### src/rtl/eic_sense_core.sv
// External interrupt controller core for the microAptiv EIC interface: sense logic, flags, mask, arbiter.
// Define EIC_SENSE_SYNC_EN to put a 2-flop synchroniser in front of every signal bit.
module eic_sense_core #(
  parameter int CHANNELS = 10,
  parameter int ADDR_W   = 5
) (
  input  logic                CLK,
  input  logic                RESETn,
  input  logic [CHANNELS-1:0] signal,
  input  logic [ADDR_W-1:0]   read_addr,
  output logic [31:0]         read_data,
  input  logic [ADDR_W-1:0]   write_addr,
  input  logic [31:0]         write_data,
  input  logic                write_enable,
  output logic [17:1]         EIC_Offset,
  output logic [3:0]          EIC_ShadowSet,
  output logic [7:0]          EIC_Interrupt,
  output logic [5:0]          EIC_Vector,
  output logic                EIC_Present
);

  localparam logic [ADDR_W-1:0] A_EICR   = ADDR_W'(0);
  localparam logic [ADDR_W-1:0] A_EIMR   = ADDR_W'(1);
  localparam logic [ADDR_W-1:0] A_EIFR   = ADDR_W'(2);
  localparam logic [ADDR_W-1:0] A_EIFRS  = ADDR_W'(3);
  localparam logic [ADDR_W-1:0] A_EIFRC  = ADDR_W'(4);
  localparam logic [ADDR_W-1:0] A_EISMSL = ADDR_W'(5);
  localparam logic [ADDR_W-1:0] A_EISMSH = ADDR_W'(6);
  localparam logic [ADDR_W-1:0] A_EIVEC  = ADDR_W'(7);

  logic [CHANNELS-1:0]   sig_in;
  logic [CHANNELS-1:0]   sample_reg;
  logic [CHANNELS-1:0]   hist_reg;
  logic                  eicr_reg;
  logic [CHANNELS-1:0]   eimr_reg;
  logic [CHANNELS-1:0]   eifr_reg;
  logic [CHANNELS-1:0]   eifr_next;
  logic [2*CHANNELS-1:0] sense_reg;
  logic [2*CHANNELS-1:0] sense_next;
  logic [5:0]            vec_reg;
  logic                  irq_reg;
  logic [31:0]           read_data_reg;
  logic [CHANNELS-1:0]   req;
  logic [5:0]            win_vec;
  logic [31:0]           rd_mux;
  logic [63:0]           sense_full;
  logic                  wr_eicr;
  logic                  wr_eimr;
  logic                  wr_set;
  logic                  wr_clr;
  logic                  unused_wdata;

`ifdef EIC_SENSE_SYNC_EN
  logic [CHANNELS-1:0] sync1_reg;
  logic [CHANNELS-1:0] sync2_reg;

  always_ff @(posedge CLK or negedge RESETn) begin
    if (!RESETn) begin
      sync1_reg <= '0;
      sync2_reg <= '0;
    end else begin
      sync1_reg <= signal;
      sync2_reg <= sync1_reg;
    end
  end

  assign sig_in = sync2_reg;
`else
  assign sig_in = signal;
`endif

  assign wr_eicr = write_enable && (write_addr == A_EICR);
  assign wr_eimr = write_enable && (write_addr == A_EIMR);
  assign wr_set  = write_enable && (write_addr == A_EIFRS);
  assign wr_clr  = write_enable && (write_addr == A_EIFRC);

  // Upper data bits beyond the implemented channels are intentionally ignored.
  assign unused_wdata = ^write_data;

  genvar gi;
  generate
    for (gi = 0; gi < CHANNELS; gi++) begin : g_ch
      localparam int SENSE_ADDR = (gi < 16) ? 5 : 6;
      localparam int SENSE_BIT  = (gi % 16) * 2;
      logic [1:0] mode;
      logic       rise;
      logic       fall;
      logic       evt;

      assign mode = sense_reg[2*gi +: 2];
      assign rise = sample_reg[gi] & ~hist_reg[gi];
      assign fall = ~sample_reg[gi] & hist_reg[gi];

      always_comb begin
        evt = 1'b0;
        case (mode)
          2'b01:   evt = rise;
          2'b10:   evt = fall;
          2'b11:   evt = rise | fall;
          default: evt = 1'b0;
        endcase
      end

      // Edge flags are sticky; an event in the same cycle as a clear keeps the flag set.
      assign eifr_next[gi] = (mode == 2'b00) ? sample_reg[gi]
                           : (evt | (wr_set & write_data[gi]) |
                              (eifr_reg[gi] & ~(wr_clr & write_data[gi])));

      assign sense_next[2*gi +: 2] =
        (write_enable && (write_addr == ADDR_W'(SENSE_ADDR))) ? write_data[SENSE_BIT +: 2] : mode;
    end
  endgenerate

  assign req = eifr_reg & eimr_reg & {CHANNELS{eicr_reg}};

  // Later (higher) indices overwrite earlier ones, giving fixed highest-index priority.
  always_comb begin
    win_vec = 6'd0;
    for (int i = 0; i < CHANNELS; i++) begin
      if (req[i]) win_vec = 6'(i + 1);
    end
  end

  assign sense_full = 64'(sense_reg);

  always_comb begin
    rd_mux = 32'd0;
    case (read_addr)
      A_EICR:   rd_mux = {31'd0, eicr_reg};
      A_EIMR:   rd_mux = 32'(eimr_reg);
      A_EIFR:   rd_mux = 32'(eifr_reg);
      A_EISMSL: rd_mux = sense_full[31:0];
      A_EISMSH: rd_mux = sense_full[63:32];
      A_EIVEC:  rd_mux = {26'd0, vec_reg};
      default:  rd_mux = 32'd0;
    endcase
  end

  always_ff @(posedge CLK or negedge RESETn) begin
    if (!RESETn) begin
      sample_reg    <= '0;
      hist_reg      <= '0;
      eicr_reg      <= 1'b0;
      eimr_reg      <= '0;
      eifr_reg      <= '0;
      sense_reg     <= '0;
      vec_reg       <= 6'd0;
      irq_reg       <= 1'b0;
      read_data_reg <= 32'd0;
    end else begin
      sample_reg <= sig_in;
      hist_reg   <= sample_reg;
      if (wr_eicr) eicr_reg <= write_data[0];
      if (wr_eimr) eimr_reg <= write_data[CHANNELS-1:0];
      eifr_reg      <= eifr_next;
      sense_reg     <= sense_next;
      vec_reg       <= win_vec;
      irq_reg       <= |req;
      read_data_reg <= rd_mux;
    end
  end

  assign read_data     = read_data_reg;
  assign EIC_Vector    = vec_reg;
  assign EIC_Interrupt = {7'd0, irq_reg};
  assign EIC_Offset    = 17'd0;
  assign EIC_ShadowSet = 4'd0;
  assign EIC_Present   = 1'b1;

endmodule

### config.mk
export PLATFORM = sky130hd
export DESIGN_NAME = eic_sense_core
export DESIGN_NICKNAME = d
export VERILOG_FILES = /design/src/rtl/eic_sense_core.sv
export SDC_FILE = /design/constraint.sdc
export NUM_CORES = 1
export LEC_CHECK = 0
export CAP_MARGIN = 40
export CORE_MARGIN = 2
export CORE_UTILIZATION = 43
export DETAILED_ROUTE_END_ITERATION = 7
export PLACE_DENSITY = 0.75
export REMOVE_ABC_BUFFERS = 1
export SETUP_SLACK_MARGIN = 0.02
export SYNTH_ARGS = -nofsm -noshare
export SYNTH_HDL_FRONTEND = slang
export SYNTH_SLANG_ARGS = --single-unit
### constraint.sdc
create_clock -name CLK -period 1.5 [get_ports CLK]
set_input_delay 0.15 -clock CLK [delete_from_list [all_inputs] [get_ports CLK]]
set_output_delay 0.15 -clock CLK [all_outputs]
set_load 0.005 [all_outputs]
==> flow_metrics.env, run 1 <==
export IMPL_status="complete, but fails checks"
export IMPL_violations="setup timing"
export IMPL_final_common_cell="dfrtp_1"
export IMPL_root_buffer="clkbuf_8"
export IMPL_synth_distinct_cells=38
export IMPL_drive_gt1_frac=0.167
export IMPL_power_density_nw_per_um2=989
export IMPL_syn_area_um2=4270
export IMPL_crit_type="register to register"
export IMPL_fin_crit_sh=1.04
export IMPL_r2r_slack_ns=-0.06
export IMPL_most_common_layout_cells="86 x dfrtp_1, 62 x clkdlybuf4s50_1, 46 x inv_1"
export IMPL_cts_clk_slew_worst_paths_ns=0.08
export IMPL_drt_wl_total_um=9000
export IMPL_maxSlewViolCount=0
export IMPL_fin_util=0.570
export IMPL_path_common_cell="inv_1"
export IMPL_num_vias=3020
export IMPL_period_needed_ns=1.56
export IMPL_die_h_um=104
export IMPL_rr_startpoint="sample_reg[5]"
export IMPL_coreArea_um2=9680
export IMPL_peakVddDrop_mv=0.538
export IMPL_grt_pass1_vias=3045
export IMPL_finClkSkew_ns=0.0154
export IMPL_drv_cap=0
export IMPL_fin_nets=549
export IMPL_h_tree_depth=3
export IMPL_setup_tns_final_ns=-0.218
export IMPL_final_antenna_net_count=0
export IMPL_die_w_um=104
export IMPL_n_antenna_cell=0
export IMPL_clock_path_buffers=2
export IMPL_place_congestion=0.827
export IMPL_rows=36
export IMPL_startpoint_type="register"
export IMPL_seq_area_frac_synth=0.504
export IMPL_yosys_most_used_dff="dfrtp_1"
export IMPL_cp_max_fo=4
export IMPL_grt_usage=0.175
export IMPL_cts_sinks=86
export IMPL_io_pins=123
export IMPL_drt_iter0_drc=122
export IMPL_synth_edf_count=0
export IMPL_cp_startpoint="sample_reg[5]"
export IMPL_path_cells="inv_1 -> ha_1 -> inv_1 -> mux4_2 -> a31oi_2 -> nand2_1"
export IMPL_min_path_type="primary input to register"
export IMPL_syn_to_final_growth_pct=29.4
export IMPL_grt_setup_unrepaired="true"
export IMPL_worst_slack_ns=-0.0649
export IMPL_drc=0
export IMPL_tritoncts="done"
export IMPL_max_freq_ghz=0.639
export IMPL_dp_slack_ns=-0.424
export IMPL_fill_cells=801
export IMPL_max_stage_delay_ns=0.47
export IMPL_grt_pass1_wl_um=14900
export IMPL_hpwl_um=6340
export IMPL_setup_viol=7
export IMPL_numCtsBuffers=9
export IMPL_worstHoldStart="signal[9]"
export IMPL_ys_warn_count=0
export IMPL_endpoint_kind="register"
export IMPL_first_pass_iters=4
export IMPL_cp_data_required_time_ns=1.73
export IMPL_numPortBuffers=67
export IMPL_p_leak_nw=2.70
export IMPL_overflow=0
export IMPL_hold_viol=0
export IMPL_wl_per_cell_um=14.7
export IMPL_insertion_delay_ns=0.36
export IMPL_antenna_found_initial=0
export IMPL_syn_area_per_cell_um2=11.9
export IMPL_start_util=0.441
export IMPL_holdWs_ns=0.223
export IMPL_viasPerCell=4.93
export IMPL_dieArea_um2=10700
export IMPL_critical_path_arrival_ns=1.80
export IMPL_async_flop_share=1.00
export IMPL_synth_cells=359
export IMPL_grt_max_degree=87
export IMPL_ys_ff_latch=86
export IMPL_cp_slowest_cell="mux4_2"
-- Yosys cell counts, types with 8 or more instances --
cell	count	share of area
a222oi_1	8	0.019
a31oi_1	11	0.016
and2_1	11	0.016
buf_4	45	0.079
dfrtp_1	86	0.50
ha_1	20	0.059
inv_1	47	0.041
mux2_1	30	0.079
mux4_2	10	0.053
nand2_1	28	0.025
o211ai_1	10	0.018
or3_1	9	0.013
-- worst max-delay path: cells and delay by family (launching register included) --
| kind | cells | cell delay (ns) |
|---|---|---|
| compound gates | 1 | 0.16 |
| flops | 1 | 0.39 |
| fa+ha+maj | 1 | 0.26 |
| mux | 1 | 0.47 |
| simple gates | 1 | 0.07 |
| buf+inv | 2 | 0.09 |
-- metrics by stage --
step,cell area (µm²),power [W],std cells
CTS,5480,0.00547,610
finish,5520,0.00546,612
global placement,5190,0.00398,584
global route,5520,0.00577,612
floorplan,4050,0.00350,351
detailed placement,5190,0.00405,584
-- metal layers --
| metal | GRT usage | wire (µm) | up-vias |
|---|---|---|---|
| met1 | 0.215 | 3620 | 1501 |
| met3 | 0.0434 | 515 | 18 |
| li1 | - | - | 1385 |
| met2 | 0.299 | 4710 | 116 |
| met5 | 0 | 0 | - |
| met4 | 0.0627 | 155 | 0 |
-- final timing paths --
path,endpoint,cells after the start
min reg2reg,hist_reg[9],0
max in group asynchronous,eifr_reg[3],3
min in group asynchronous,sample_reg[2],3
max,eifr_reg[5],6
max reg2reg,eifr_reg[5],6
min,sample_reg[9],1
-- repair_timing --
action                     CTS  global route
hold buffers                 1             0
buffers inserted             8             2
pin swaps                   18             5
cloned                       1             0
setup endpoints to repair   34            11
hold endpoints to repair    86             0
resized for setup            9             5
-- power breakdown --
| group | internal, W | total (W) | switching (W) |
|---|---|---|---|
| Combinational | 0.000642 | 0.00112 | 0.000482 |
| Clock | 0.000606 | 0.00140 | 0.000799 |
| Sequential | 0.00263 | 0.00293 | 0.000296 |
-- cell type report --
cell class              instances  area [µm²]  share of cell area
repair buffers                112        1100               0.199
clock inverters                 3        21.3             0.00385
inverters                      47         176              0.0320
flip-flops and latches         86        2150               0.390
multi-input cells             218        1770               0.320
clock buffers                  13         139              0.0252
well taps                     133         166              0.0302
-- cells by family after synthesis --
group,share of synthesized area
buffers and inverters,0.128
flip-flops,0.504
AND/OR/NAND/NOR,0.0936
AO/OA/AOI/OAI,0.0792
multiplexers,0.134
adder cells (fa/ha/maj),0.0587
other,0.00176
Power figures use the tool's default switching activity.
==> inputs of run 2 (changes only) <==
CORE_ASPECT_RATIO = 1.4   (was not set)
CORE_UTILIZATION = 52   (was 43)
PLACE_DENSITY = 0.85   (was 0.75)
RECOVER_POWER = 25   (was not set)
clock period = 1.9 ns   (was 1.5 ns; I/O delays follow)
==> run 2 against run 1 <==
The run now ends clean. Non-clock buffer count decreased by 25. Wire length decreased by 2.7%. Global-route usage increased by 3.9 points. Critical path depth decreased by 1. Flip-flop and latch count unchanged. Design area decreased by 2.4%. Sequential share of layout area increased by 0.98 points. Clock power increased by 33%. Register-to-register slack improved by 0.35 ns. Worst setup slack improved by 0.35 ns. Hold slack improved by 0.18 ns. Largest cell class unchanged. Highest routed layer unchanged.
==> flow_metrics.env, run 2 (synthesized netlist as in run 1, its figures left out) <==
export IMPL_status="finished clean"
export IMPL_h_tree_depth=3
export IMPL_pwr_share_seq=0.466
export IMPL_drv_cap=0
export IMPL_antenna_found_initial=0
export IMPL_max_stage_delay_ns=0.45
export IMPL_most_common_layout_cells="86 x dfrtp_1, 56 x clkdlybuf4s50_1, 47 x inv_1"
export IMPL_insertion_delay_ns=0.34
export IMPL_cts_setup_buffers=0
export IMPL_start_util=0.530
export IMPL_overflow=0
export IMPL_dp_cells=539
export IMPL_root_buffer="clkbuf_16"
export IMPL_cts_clk_slew_worst_paths_ns=0.06
export IMPL_drt_wl_total_um=8760
export IMPL_drt_iter0_drc=291
export IMPL_hpwl_um=6180
export IMPL_cp_num_buf_inv=2
export IMPL_period_needed_ns=1.61
export IMPL_worst_slack_ns=0.287
export IMPL_path_cells="clkdlybuf4s50_1 -> nor4_1 -> and3_1 -> buf_12 -> mux2_1"
export IMPL_endpoint_kind="register"
export IMPL_grt_setup_unrepaired="false"
export IMPL_grt_pass1_wl_um=14400
export IMPL_wl_per_cell_um=15.7
export IMPL_hold_viol=0
export IMPL_die_w_um=80.6
export IMPL_min_path_type="primary input to register"
export IMPL_tritoncts="done"
export IMPL_viasPerCell=5.20
export IMPL_combPwrFrac=0.162
export IMPL_peakVddDrop_mv=0.690
export IMPL_grt_pass1_vias=2960
export IMPL_drive_gt1_frac=0.110
export IMPL_grt_max_degree=50
export IMPL_grt_usage=0.213
export IMPL_startpoint_type="primary input"
export IMPL_worstRegToRegCells=6
export IMPL_cell_internal_pwr_w=0.00373
export IMPL_worstReg2RegEnd="eifr_reg[1]"
export IMPL_fin_crit_sh=0.849
export IMPL_final_common_cell="dfrtp_1"
export IMPL_fin_nets=524
export IMPL_p_sw_frac=0.257
export IMPL_maxSlewViolCount=0
export IMPL_max_slew_margin_rel=0.386
export IMPL_critical_path_arrival_ns=1.83
export IMPL_numPortBuffers=67
export IMPL_die_h_um=111
export IMPL_clock_power_share=0.371
export IMPL_hold_depth=1
export IMPL_syn_to_final_growth_pct=26.2
export IMPL_holdWs_ns=0.400
export IMPL_cts_sinks=86
export IMPL_dp_slack_ns=-0.0633
export IMPL_drc=0
export IMPL_worstHoldStart="signal[6]"
export IMPL_r2r_slack_ns=0.29
export IMPL_cp_data_required_time_ns=2.12
export IMPL_first_pass_iters=7
export IMPL_path_delay_family="simple AND/OR/NAND/NOR gates"
export IMPL_io_pins=123
export IMPL_dieArea_um2=8960
export IMPL_fin_area_um2=5380
export IMPL_numCtsBuffers=9
export IMPL_final_antenna_net_count=0
export IMPL_n_antenna_cell=0
export IMPL_setup_viol=0
export IMPL_clock_path_buffers=2
export IMPL_worst_path_stages=5
export IMPL_power_density_nw_per_um2=931
export IMPL_holdPathEnd="sample_reg[6]"
export IMPL_rr_startpoint="sample_reg[1]"
export IMPL_dpl_instance_area_um2=5060
export IMPL_postCtsResizedCells=0
export IMPL_coreArea_um2=8050
export IMPL_max_freq_ghz=0.620
export IMPL_cp_max_fo=11
export IMPL_worstMarginPinSlew_ns=0.921
export IMPL_power_switching_w=0.00129
export IMPL_p_leak_nw=2.65
export IMPL_finClkSkew_ns=0.00896
export IMPL_rows=39
export IMPL_layout_cells_non_filler=556
export IMPL_place_congestion=0.866
export IMPL_hold_buffers=1
export IMPL_cp_slowest_cell="clkdlybuf4s50_1"
export IMPL_fin_total_pwr_w=0.00501
export IMPL_crit_type="primary input to register"
export IMPL_num_vias=2892
[run 2: layer usage]
layer  GRT usage  routed length, µm  share of wire  up-vias
met5           0                  0              0        -
met1       0.249               3260           0.37     1423
met3      0.0562                532          0.061       22
met4       0.104                238          0.027        0
li1            -                  -              -     1339
met2       0.358               4730           0.54      108
[run 2: cell type report]
cell class              count  area (µm²)
flip-flops and latches     86        2150
inverters                  47         176
well taps                 102         128
clock inverters             4        70.1
repair buffers             87         881
fillers                   606        2670
multi-input cells         218        1730
clock buffers              12         246
[run 2: through the flow]
stage                      util  setup TNS (ns)
after global routing      0.669               0
final                     0.669               0
after floorplan               -               0
after detailed placement  0.628          -0.472
after global placement    0.628               0
after CTS                 0.669               0
[run 2: power groups by stage]
stage          sequential (W)  combinational, W  clock, W
3_3_place_gp          0.00234          0.000762         0
4_1_cts               0.00233          0.000824   0.00189
3_5_place_dp          0.00236          0.000807         0
6_report              0.00234          0.000813   0.00186
5_1_grt               0.00238          0.000912   0.00198
2_1_floorplan         0.00229          0.000479         0
[run 2: how the worst max path moves through the flow]
stage,end,slack (ns),from
4_1_cts,eimr_reg[0],0.28,write_addr[1]
3_3_place_gp,eimr_reg[5],0.03,write_addr[1]
6_report,eimr_reg[0],0.29,write_addr[1]
5_1_grt,eifr_reg[3],0.21,sample_reg[3]
2_1_floorplan,sense_reg[0],0.27,write_addr[1]
3_5_place_dp,eimr_reg[0],-0.06,write_addr[1]
